File: src/rtl/morra_round_sequencer.sv
// Round sequencer for the MorraCinese game core.
// Collects one move per round from each player over valid/ready, forfeits a
// silent player after TIMEOUT cycles, drives the core for exactly one cycle
// per round, captures the round/match result and stops once the match ends.
module morra_round_sequencer #(
    parameter int TIMEOUT = 16
) (
    input  logic       clk,
    input  logic       rst_n,
    input  logic       start,
    input  logic       p1_valid,
    input  logic [1:0] p1_move,
    output logic       p1_ready,
    input  logic       p2_valid,
    input  logic [1:0] p2_move,
    output logic       p2_ready,
    output logic [1:0] core_primo,
    output logic [1:0] core_secondo,
    output logic       core_inizia,
    input  logic [1:0] core_manche,
    input  logic [1:0] core_partita,
    output logic       res_valid,
    output logic [1:0] res_manche,
    output logic [1:0] res_partita,
    output logic [7:0] round_count,
    output logic       busy,
    output logic       match_over
);

    typedef enum logic [2:0] {
        S_IDLE,
        S_COLLECT,
        S_ISSUE,
        S_CAPTURE,
        S_DONE
    } state_t;

    // Last timer value before the silent player is forfeited.
    localparam logic [7:0] TIMEOUT_LAST = 8'(TIMEOUT - 1);

    state_t     state_reg, state_next;
    logic       have_p1_reg, have_p2_reg;
    logic [1:0] move_p1_reg, move_p2_reg;
    logic       first_pending_reg;
    logic [7:0] timer_reg;
    logic [7:0] round_count_reg;
    logic [1:0] res_manche_reg, res_partita_reg;

    logic p1_hs, p2_hs;
    logic got_p1, got_p2;
    logic one_pending;
    logic timed_out;
    logic start_match;

    // A move counts as "got" in the very cycle it is handshaken, so the
    // timeout window starts at the first handshake cycle itself.
    assign p1_hs       = p1_valid & p1_ready;
    assign p2_hs       = p2_valid & p2_ready;
    assign got_p1      = have_p1_reg | p1_hs;
    assign got_p2      = have_p2_reg | p2_hs;
    assign one_pending = got_p1 ^ got_p2;
    assign timed_out   = one_pending && (timer_reg == TIMEOUT_LAST);
    assign start_match = start && ((state_reg == S_IDLE) || (state_reg == S_DONE));

    // State register.
    always_ff @(posedge clk or negedge rst_n) begin
        if (!rst_n) begin
            state_reg <= S_IDLE;
        end else begin
            state_reg <= state_next;
        end
    end

    // Next-state logic.
    always_comb begin
        state_next = state_reg;
        case (state_reg)
            S_IDLE, S_DONE: begin
                if (start) begin
                    state_next = S_COLLECT;
                end
            end
            S_COLLECT: begin
                if ((got_p1 && got_p2) || timed_out) begin
                    state_next = S_ISSUE;
                end
            end
            S_ISSUE: begin
                state_next = S_CAPTURE;
            end
            S_CAPTURE: begin
                state_next = (core_partita != 2'b00) ? S_DONE : S_COLLECT;
            end
            default: begin
                state_next = S_IDLE;
            end
        endcase
    end

    // Move latches, forfeit timer, round counter and result capture.
    always_ff @(posedge clk or negedge rst_n) begin
        if (!rst_n) begin
            have_p1_reg       <= 1'b0;
            have_p2_reg       <= 1'b0;
            move_p1_reg       <= 2'b00;
            move_p2_reg       <= 2'b00;
            first_pending_reg <= 1'b0;
            timer_reg         <= 8'd0;
            round_count_reg   <= 8'd0;
            res_manche_reg    <= 2'b00;
            res_partita_reg   <= 2'b00;
        end else if (start_match) begin
            have_p1_reg       <= 1'b0;
            have_p2_reg       <= 1'b0;
            move_p1_reg       <= 2'b00;
            move_p2_reg       <= 2'b00;
            first_pending_reg <= 1'b1;
            timer_reg         <= 8'd0;
            round_count_reg   <= 8'd0;
        end else if (state_reg == S_COLLECT) begin
            if (p1_hs) begin
                move_p1_reg <= p1_move;
                have_p1_reg <= 1'b1;
            end
            if (p2_hs) begin
                move_p2_reg <= p2_move;
                have_p2_reg <= 1'b1;
            end
            if (one_pending) begin
                timer_reg <= timer_reg + 8'd1;
            end
        end else if (state_reg == S_CAPTURE) begin
            res_manche_reg  <= core_manche;
            res_partita_reg <= core_partita;
            if ((core_manche != 2'b00) && (round_count_reg != 8'hFF)) begin
                round_count_reg <= round_count_reg + 8'd1;
            end
            // A missing player's latch stays 00, which is what forces the
            // forfeit on the next timed-out round.
            have_p1_reg       <= 1'b0;
            have_p2_reg       <= 1'b0;
            move_p1_reg       <= 2'b00;
            move_p2_reg       <= 2'b00;
            first_pending_reg <= 1'b0;
            timer_reg         <= 8'd0;
        end
    end

    // Output decode; results are forwarded during CAPTURE so they are
    // valid together with the res_valid pulse.
    always_comb begin
        p1_ready     = 1'b0;
        p2_ready     = 1'b0;
        core_primo   = 2'b00;
        core_secondo = 2'b00;
        core_inizia  = 1'b0;
        res_valid    = 1'b0;
        res_manche   = res_manche_reg;
        res_partita  = res_partita_reg;
        round_count  = round_count_reg;
        busy         = (state_reg != S_IDLE) && (state_reg != S_DONE);
        match_over   = (state_reg == S_DONE);
        case (state_reg)
            S_COLLECT: begin
                p1_ready = ~have_p1_reg;
                p2_ready = ~have_p2_reg;
            end
            S_ISSUE: begin
                core_primo   = move_p1_reg;
                core_secondo = move_p2_reg;
                core_inizia  = first_pending_reg;
            end
            S_CAPTURE: begin
                res_valid   = 1'b1;
                res_manche  = core_manche;
                res_partita = core_partita;
            end
            default: begin
            end
        endcase
    end

endmodule

File: config.mk
export PLATFORM = sky130hd
export DESIGN_NAME = morra_round_sequencer
export DESIGN_NICKNAME = d
export VERILOG_FILES = /design/src/rtl/morra_round_sequencer.sv
export SDC_FILE = /design/constraint.sdc
export NUM_CORES = 1
export LEC_CHECK = 0
export CAP_MARGIN = 15
export CORE_MARGIN = 2
export CORE_UTILIZATION = 50
export CTS_CLUSTER_DIAMETER = 120
export DETAILED_ROUTE_END_ITERATION = 10
export HOLD_SLACK_MARGIN = 0.15
export PLACE_DENSITY = 0.79
export SETUP_SLACK_MARGIN = 0.1
export SYNTH_ARGS = -nofsm -noshare
export SYNTH_HDL_FRONTEND = slang
export SYNTH_SLANG_ARGS = --single-unit
export TNS_END_PERCENT = 5
File: constraint.sdc
create_clock -name clk -period 3.5 [get_ports clk]
set_input_delay 0.525 -clock clk [delete_from_list [all_inputs] [get_ports clk]]
set_output_delay 0.525 -clock clk [all_outputs]
set_load 0.02 [all_outputs]
==> flow_summary.toml, run 1 <==
[cts]
cts_resized = 0
clock_latency_ns = 0.33
cts_buffer_depth = 2
htreeDepth = 2
cts_inserted_buffers = 5
clk_pin_slew_worst_paths_ns = 0.09
root_buffer = "clkbuf_4"
post_cts_buffers = 0
cts_hold_buf = 0
tritoncts = "built"
cts_sinks = 30

[worst_setup_path]
cp_cell_sequence = "nand3b_4 > inv_1 > nand2_1 > nand2_1 > clkdlybuf4s50_1"
cp_max_fo = 12
crit_path_frequent_cell = "nand2_1"
slowest_stage = "clkdlybuf4s50_1"
critPathMaxStageDelay_ns = 0.59
cp-start-kind = "flip-flop"
rrSetupSlack_ns = 1.06
rr_startpoint = "state_reg[0]$_DFFE_PN0P_"
path_buf_inv = 2
arrival_ns = 2.25
worst-setup-path-type = "reg -> out"
r2r-end = "timer_reg[3]$_DFFE_PN0P_"
end_kind = "primary output"
rr_worst_depth = 7
crit_family = "buffers and inverters"
critPathRequiredTime_ns = 2.97

[floorplan]
row_count = 20
initial_core_util_pct = 52.0
fp.dieW_microns = 59.9
fp.dieH_microns = 59.9
pin_count = 35
die_area_sq_um = 3590
core-area_sq_um = 3000

[timing]
fmax_mhz = 361
rsz0062_at_grt = "no"
holdWs_ns = 0.472
relSlewSlack_pct = 56.1
worstMarginPinSlew_ns = 0.650
fin_setup_tns_ns = 0
clock_skew_ns = 0.0104
setup_violations = 0
post-route-min-period_ns = 2.77
min_period_over_period_pct = 79.2
finalHoldViolCount = 0
maxSlewViolCount = 0

[placed_design]
gp_congestion = 0.847
dpl.hpwl_microns = 2770
numPortBuffers = 34

[power_and_ir_drop]
ir_drop_mv = 0.334
switching_power_mw = 0.555
clockPowerShare_pct = 15.8
seq_power_share_pct = 37.7
power-per-cell-area_nw_per_um2 = 691
p_sw_share_pct = 40.3
power_frac_comb_pct = 46.6
p_leak_nw = 0.928
intPower_mw = 0.821

[hold_path]
min_to = "first_pending_reg$_DFFE_PN0P_"
hp-start = "first_pending_reg$_DFFE_PN0P_"
holdCritPathClass = "reg -> reg"
min_path_cells = 2

[yosys]
yosys_warnings = 0
synth-edff-count = 0
ys.flop_type = "dfrtp_1"
avgSynthCellArea_sq_um = 9.41
syn-cell-area_sq_um = 1560
syn_nets = 182
ys_types = 39
yosysSeqAreaShare_pct = 48.1
synth-seq-cells = 30
async_flop_share_pct = 100
synthCells = 166

[global_routing]
track_usage_pct = 22.7
grt_max_degree = 31
grt_overflow = 0
antenna_found_initial = 0
grt_pass1_wl_microns = 6050
grt_pass1_vias = 1332

[detailed_routing]
drc = 0
via_per_inst = 5.83
totalWireLength_microns = 3670
vias = 1388
drt_first_iter_violations = 75
wl_per_cell_microns = 15.4
drt.antenna.violating_nets = 0
dr.pass1.iters = 4

[finish]
area_growth_pct = 27.5
antenna_cells = 0
final_net_count = 220
drive_gt1_share_pct = 8.29

[job]
cap_violations = 0

[status]
outcome = "finished clean"
==> cell families (layout without fill, tap and decap cells) <==
family,Yosys count,in the layout,synth area share (%)
and+or+nand+nor,86,86,29.6
AOI/OAI and AO/OA,30,30,12.8
DFF,30,30,48.1
buffers and inverters,11,50,3.45
xor gates and xnor gates,4,4,2.24
adders and majority gates,3,3,2.40
muxes,2,2,1.36
==> worst max path at each step <==
stage                             startpoint                        to  slack, ns  cells past startpoint
finish              state_reg[1]$_DFFE_PN0P_             res_manche[0]       0.73                      5
global route        state_reg[0]$_DFFE_PN0P_                  p2_ready       0.55                      2
CTS                 state_reg[1]$_DFFE_PN0P_             res_manche[1]       0.71                      5
detailed placement                  p2_valid  timer_reg[3]$_DFFE_PN0P_       1.04                      7
global placement                    p1_valid  timer_reg[7]$_DFFE_PN0P_       1.10                      7
floorplan           state_reg[1]$_DFFE_PN0P_  timer_reg[3]$_DFFE_PN0P_       1.43                      8
==> routing by layer <==
metal | share of wire (%) | routed length, microns | vias to the layer above | track usage [%]
li1 | - | - | 675 | -
met4 | 1.3 | 46 | 0 | 7.94
met3 | 5.9 | 218 | 7 | 6.28
met5 | 0 | 0 | - | 0
met2 | 49 | 1810 | 42 | 37.6
met1 | 44 | 1600 | 664 | 28.5
==> synth_stat cells, types with 2 or more instances <==
master    count  area [sq um]
and4_1        2          17.5
and3_1        4          25.0
inv_1         6          22.5
or2_2         2          12.5
nor3b_1       2          15.0
dfrtp_1      30           751
clkbuf_1      2          7.51
o311ai_0      2          17.5
a21oi_1       5          25.0
a21o_1        3          22.5
or3_1         2          12.5
o21ai_0       5          25.0
a211oi_1      5          37.5
and2_1        8          50.1
ha_1          3          37.5
nand3_1      15          75.1
nor4b_1       2          17.5
xor2_1        4          35.0
nand2_1      29           109
a31oi_1       5          31.3
nor2_1       10          37.5
nand4_1       3          18.8
==> worst reg2reg max path: stages, from the launching register on <==
cell	delay, ns
dfrtp_1	0.55
nor3b_1	0.46
a21o_1	0.21
ha_1	0.25
or2_2	0.27
a31oi_1	0.35
o21ai_0	0.15
a21oi_1	0.13
==> layout make-up <==
type,instances,area [sq um]
clock inverters,2,12.5
well taps,33,41.3
inverters,6,22.5
flip-flops and latches,30,751
multi-input cells,125,757
repair buffers,36,355
fillers,275,1010
clock buffers,6,51.3
==> through the flow <==
| step | power [mW] | instances | setup slack, ns | area, sq um | util [%] |
|---|---|---|---|---|---|
| finish | 1.38 | 238 | 0.729 | 1990 | 66.3 |
| floorplan | 0.929 | 166 | 1.43 | 1560 | - |
| global placement | 1.14 | 230 | 1.10 | 1930 | 64.2 |
| detailed placement | 1.17 | 230 | 1.04 | 1930 | 64.2 |
| global route | 1.48 | 238 | 0.549 | 1990 | 66.3 |
| CTS | 1.39 | 238 | 0.707 | 1990 | 66.3 |
==> power groups by stage <==
stage	clock network [mW]	registers (mW)	logic [mW]
after CTS	0.224	0.518	0.645
after global placement	0	0.520	0.617
after detailed placement	0	0.525	0.643
final	0.217	0.518	0.641
after floorplan	0	0.498	0.430
after global routing	0.242	0.531	0.705
==> placed cells by master, fill, tap and decap left out, types with 2 or more instances in the layout <==
| cell type | count |
|---|---|
| clkbuf_4 | 5 |
| inv_1 | 6 |
| a21o_1 | 3 |
| and3_1 | 4 |
| o311ai_0 | 2 |
| a31oi_1 | 5 |
| nand3_1 | 15 |
| and2_1 | 8 |
| nand4_1 | 3 |
| a211oi_1 | 5 |
| and4_1 | 2 |
| dfrtp_1 | 30 |
| nand2_1 | 29 |
| o21ai_0 | 5 |
| or2_2 | 2 |
| a21oi_1 | 5 |
| nor3b_1 | 2 |
| buf_4 | 2 |
| ha_1 | 3 |
| xor2_1 | 4 |
| nor4b_1 | 2 |
| or3_1 | 2 |
| nor2_1 | 10 |
| clkdlybuf4s50_1 | 34 |
Note: power is estimated with default switching activity, not from simulation.
==> run 2, diff against run 1 <==
--- a/config.mk
+++ b/config.mk
@@ -7,11 +7,11 @@
 export LEC_CHECK = 0
 export CAP_MARGIN = 15
 export CORE_MARGIN = 2
-export CORE_UTILIZATION = 50
+export CORE_UTILIZATION = 45
 export CTS_CLUSTER_DIAMETER = 120
 export DETAILED_ROUTE_END_ITERATION = 10
 export HOLD_SLACK_MARGIN = 0.15
-export PLACE_DENSITY = 0.79
+export PLACE_DENSITY = 0.75
 export SETUP_SLACK_MARGIN = 0.1
 export SYNTH_ARGS = -nofsm -noshare
 export SYNTH_HDL_FRONTEND = slang
==> constraint.sdc (replaced) <==
create_clock -name clk -period 2.5 [get_ports clk]
set_input_delay 0.375 -clock clk [delete_from_list [all_inputs] [get_ports clk]]
set_output_delay 0.375 -clock clk [all_outputs]
set_load 0.02 [all_outputs]
==> run 2 against run 1 <==
- register-to-register slack worse by 0.80 ns
- hold slack lost 0.061 ns
- via count rose by 2.7%
- critical path type unchanged
==> flow_summary.toml, run 2 (same netlist as run 1, synthesis figures left out) <==
[worst_setup_path]
rr_startpoint = "state_reg[2]$_DFFE_PN0P_"
arrival_ns = 2.01
cp_max_fo = 6
rr_worst_depth = 7
critPathMaxStageDelay_ns = 0.60
critPathLaunch = "state_reg[2]$_DFFE_PN0P_"
worst-setup-path-type = "reg -> out"
cp_cell_sequence = "inv_1 > nand2_1 > nor2_4 > and2_1 > clkdlybuf4s50_1"
end_kind = "primary output"
cp-start-kind = "flip-flop"
slowest_stage = "clkdlybuf4s50_1"
critPathRequiredTime_ns = 2.12
rrSetupSlack_ns = 0.26

[timing]
fmax_mhz = 419
fin_setup_tns_ns = 0
rsz0062_at_grt = "yes"
post-route-min-period_ns = 2.39
maxSlewViolCount = 0
worstMarginPinSlew_ns = 0.447
relSlewSlack_pct = 70.2
min_period_over_period_pct = 95.5
finalHoldViolCount = 0
clock_skew_ns = 0.0164
setup_violations = 0

[detailed_routing]
vias = 1426
wl_met2_microns = 2060
via_per_inst = 5.57
drt_first_iter_violations = 82
dr.pass1.iters = 4
route.met3.wl_microns = 226
top_layer_used = "met4"
wl_met1_microns = 1570
totalWireLength_microns = 3920
drt.antenna.violating_nets = 0
drc = 0
wl_per_cell_microns = 15.3

[power_and_ir_drop]
power_mw = 2.11
seq_power_share_pct = 33.4
p_leak_nw = 0.992
switching_power_mw = 0.807
power_frac_comb_pct = 47.6
ir_drop_mv = 0.441
power-per-cell-area_nw_per_um2 = 1010
intPower_mw = 1.30
p_sw_share_pct = 38.2
clockPowerShare_pct = 19.0

[cts]
clock_latency_ns = 0.34
root_buffer = "clkbuf_4"
clk_pin_slew_worst_paths_ns = 0.09
cts_hold_buf = 0
cts_buffer_depth = 2
htreeDepth = 2
cts_inserted_buffers = 5
post_cts_buffers = 0
tritoncts = "built"
cts_sinks = 30

[global_routing]
grt_max_degree = 31
grt_overflow = 0
grt_pass1_wl_microns = 7070
track_usage_pct = 22.7
antenna_found_initial = 0
grt_pass1_vias = 1554

[finish]
drive_gt1_share_pct = 11.9
final_common_cell = "clkdlybuf4s50_1"
area_growth_pct = 33.9
antenna_cells = 0
final_net_count = 226
final_cell_mix = "clkdlybuf4s50_1 (33), dfrtp_1 (30), nand2_1 (29), nand3_1 (15), nor2_1 (9)"

[status]
outcome = "finished clean"

[placed_design]
numPortBuffers = 34
dpl.hpwl_microns = 2870
gp_congestion = 0.824

[floorplan]
fp.dieH_microns = 62.9
fp.dieW_microns = 62.9
core-area_sq_um = 3340
initial_core_util_pct = 46.8
pin_count = 35
die_area_sq_um = 3960
row_count = 21

[hold_path]
holdCritPathClass = "in -> async"

[job]
cap_violations = 0
[run 2: power by group through the flow]
stage	registers, mW	logic [mW]	clock network, mW
after floorplan	0.698	0.602	0
after global placement	0.696	0.962	0
after detailed placement	0.710	0.988	0
after CTS	0.703	1.00	0.407
after global routing	0.720	1.11	0.429
final	0.705	1.01	0.400
[run 2: timing repair]
| action | 4_1_cts | 5_1_grt |
|---|---|---|
| gates cloned | 0 | 0 |
| resized for setup | 2 | 3 |
| setup endpoints to repair | 6 | 13 |
[run 2: cell type report]
class | count | area, sq um
Clock inverter | 1 | 30.0
Timing Repair Buffer | 42 | 403
Fill cell | 308 | 1250
Tap cell | 46 | 57.6
Sequential cell | 30 | 751
Inverter | 6 | 22.5
Clock buffer | 6 | 51.3
Multi-Input combinational cell | 125 | 776
[run 2: metrics by stage]
stage | std cells | hold WS (ns) | util (%) | worst slack [ns] | area, sq um
2_1_floorplan | 166 | 0.0794 | - | 0.429 | 1560
3_3_place_gp | 249 | 0.454 | 59.6 | 0.245 | 1990
3_5_place_dp | 249 | 0.467 | 59.6 | 0.103 | 1990
4_1_cts | 256 | 0.427 | 62.3 | 0.0739 | 2080
5_1_grt | 256 | 0.469 | 62.7 | -0.0139 | 2090
6_report | 256 | 0.411 | 62.7 | 0.113 | 2090
[run 2: worst max-delay path: cells and delay by family, from the launching register on]
family                 cells  cell delay (ns)
AND/OR/NAND/NOR            3             0.43
flip-flops                 1             0.47
buffers and inverters      2             0.76
[run 2: path summary, 6_finish.rpt]
path / to
setup / recovery: core_secondo[0]
hold / removal: state_reg[0]$_DFFE_PN0P_
setup reg to reg: timer_reg[3]$_DFFE_PN0P_
hold reg to reg: res_manche_reg[1]$_DFFE_PN0N_
max in group asynchronous: timer_reg[2]$_DFFE_PN0P_
min in group clk: res_manche_reg[1]$_DFFE_PN0N_
[run 2: per-layer routing]
layer | GRT usage [%] | vias to the layer above
li1 | - | 685
met1 | 26.2 | 681
met2 | 40.0 | 52
met3 | 5.23 | 8
met4 | 9.72 | 0
met5 | 0 | -
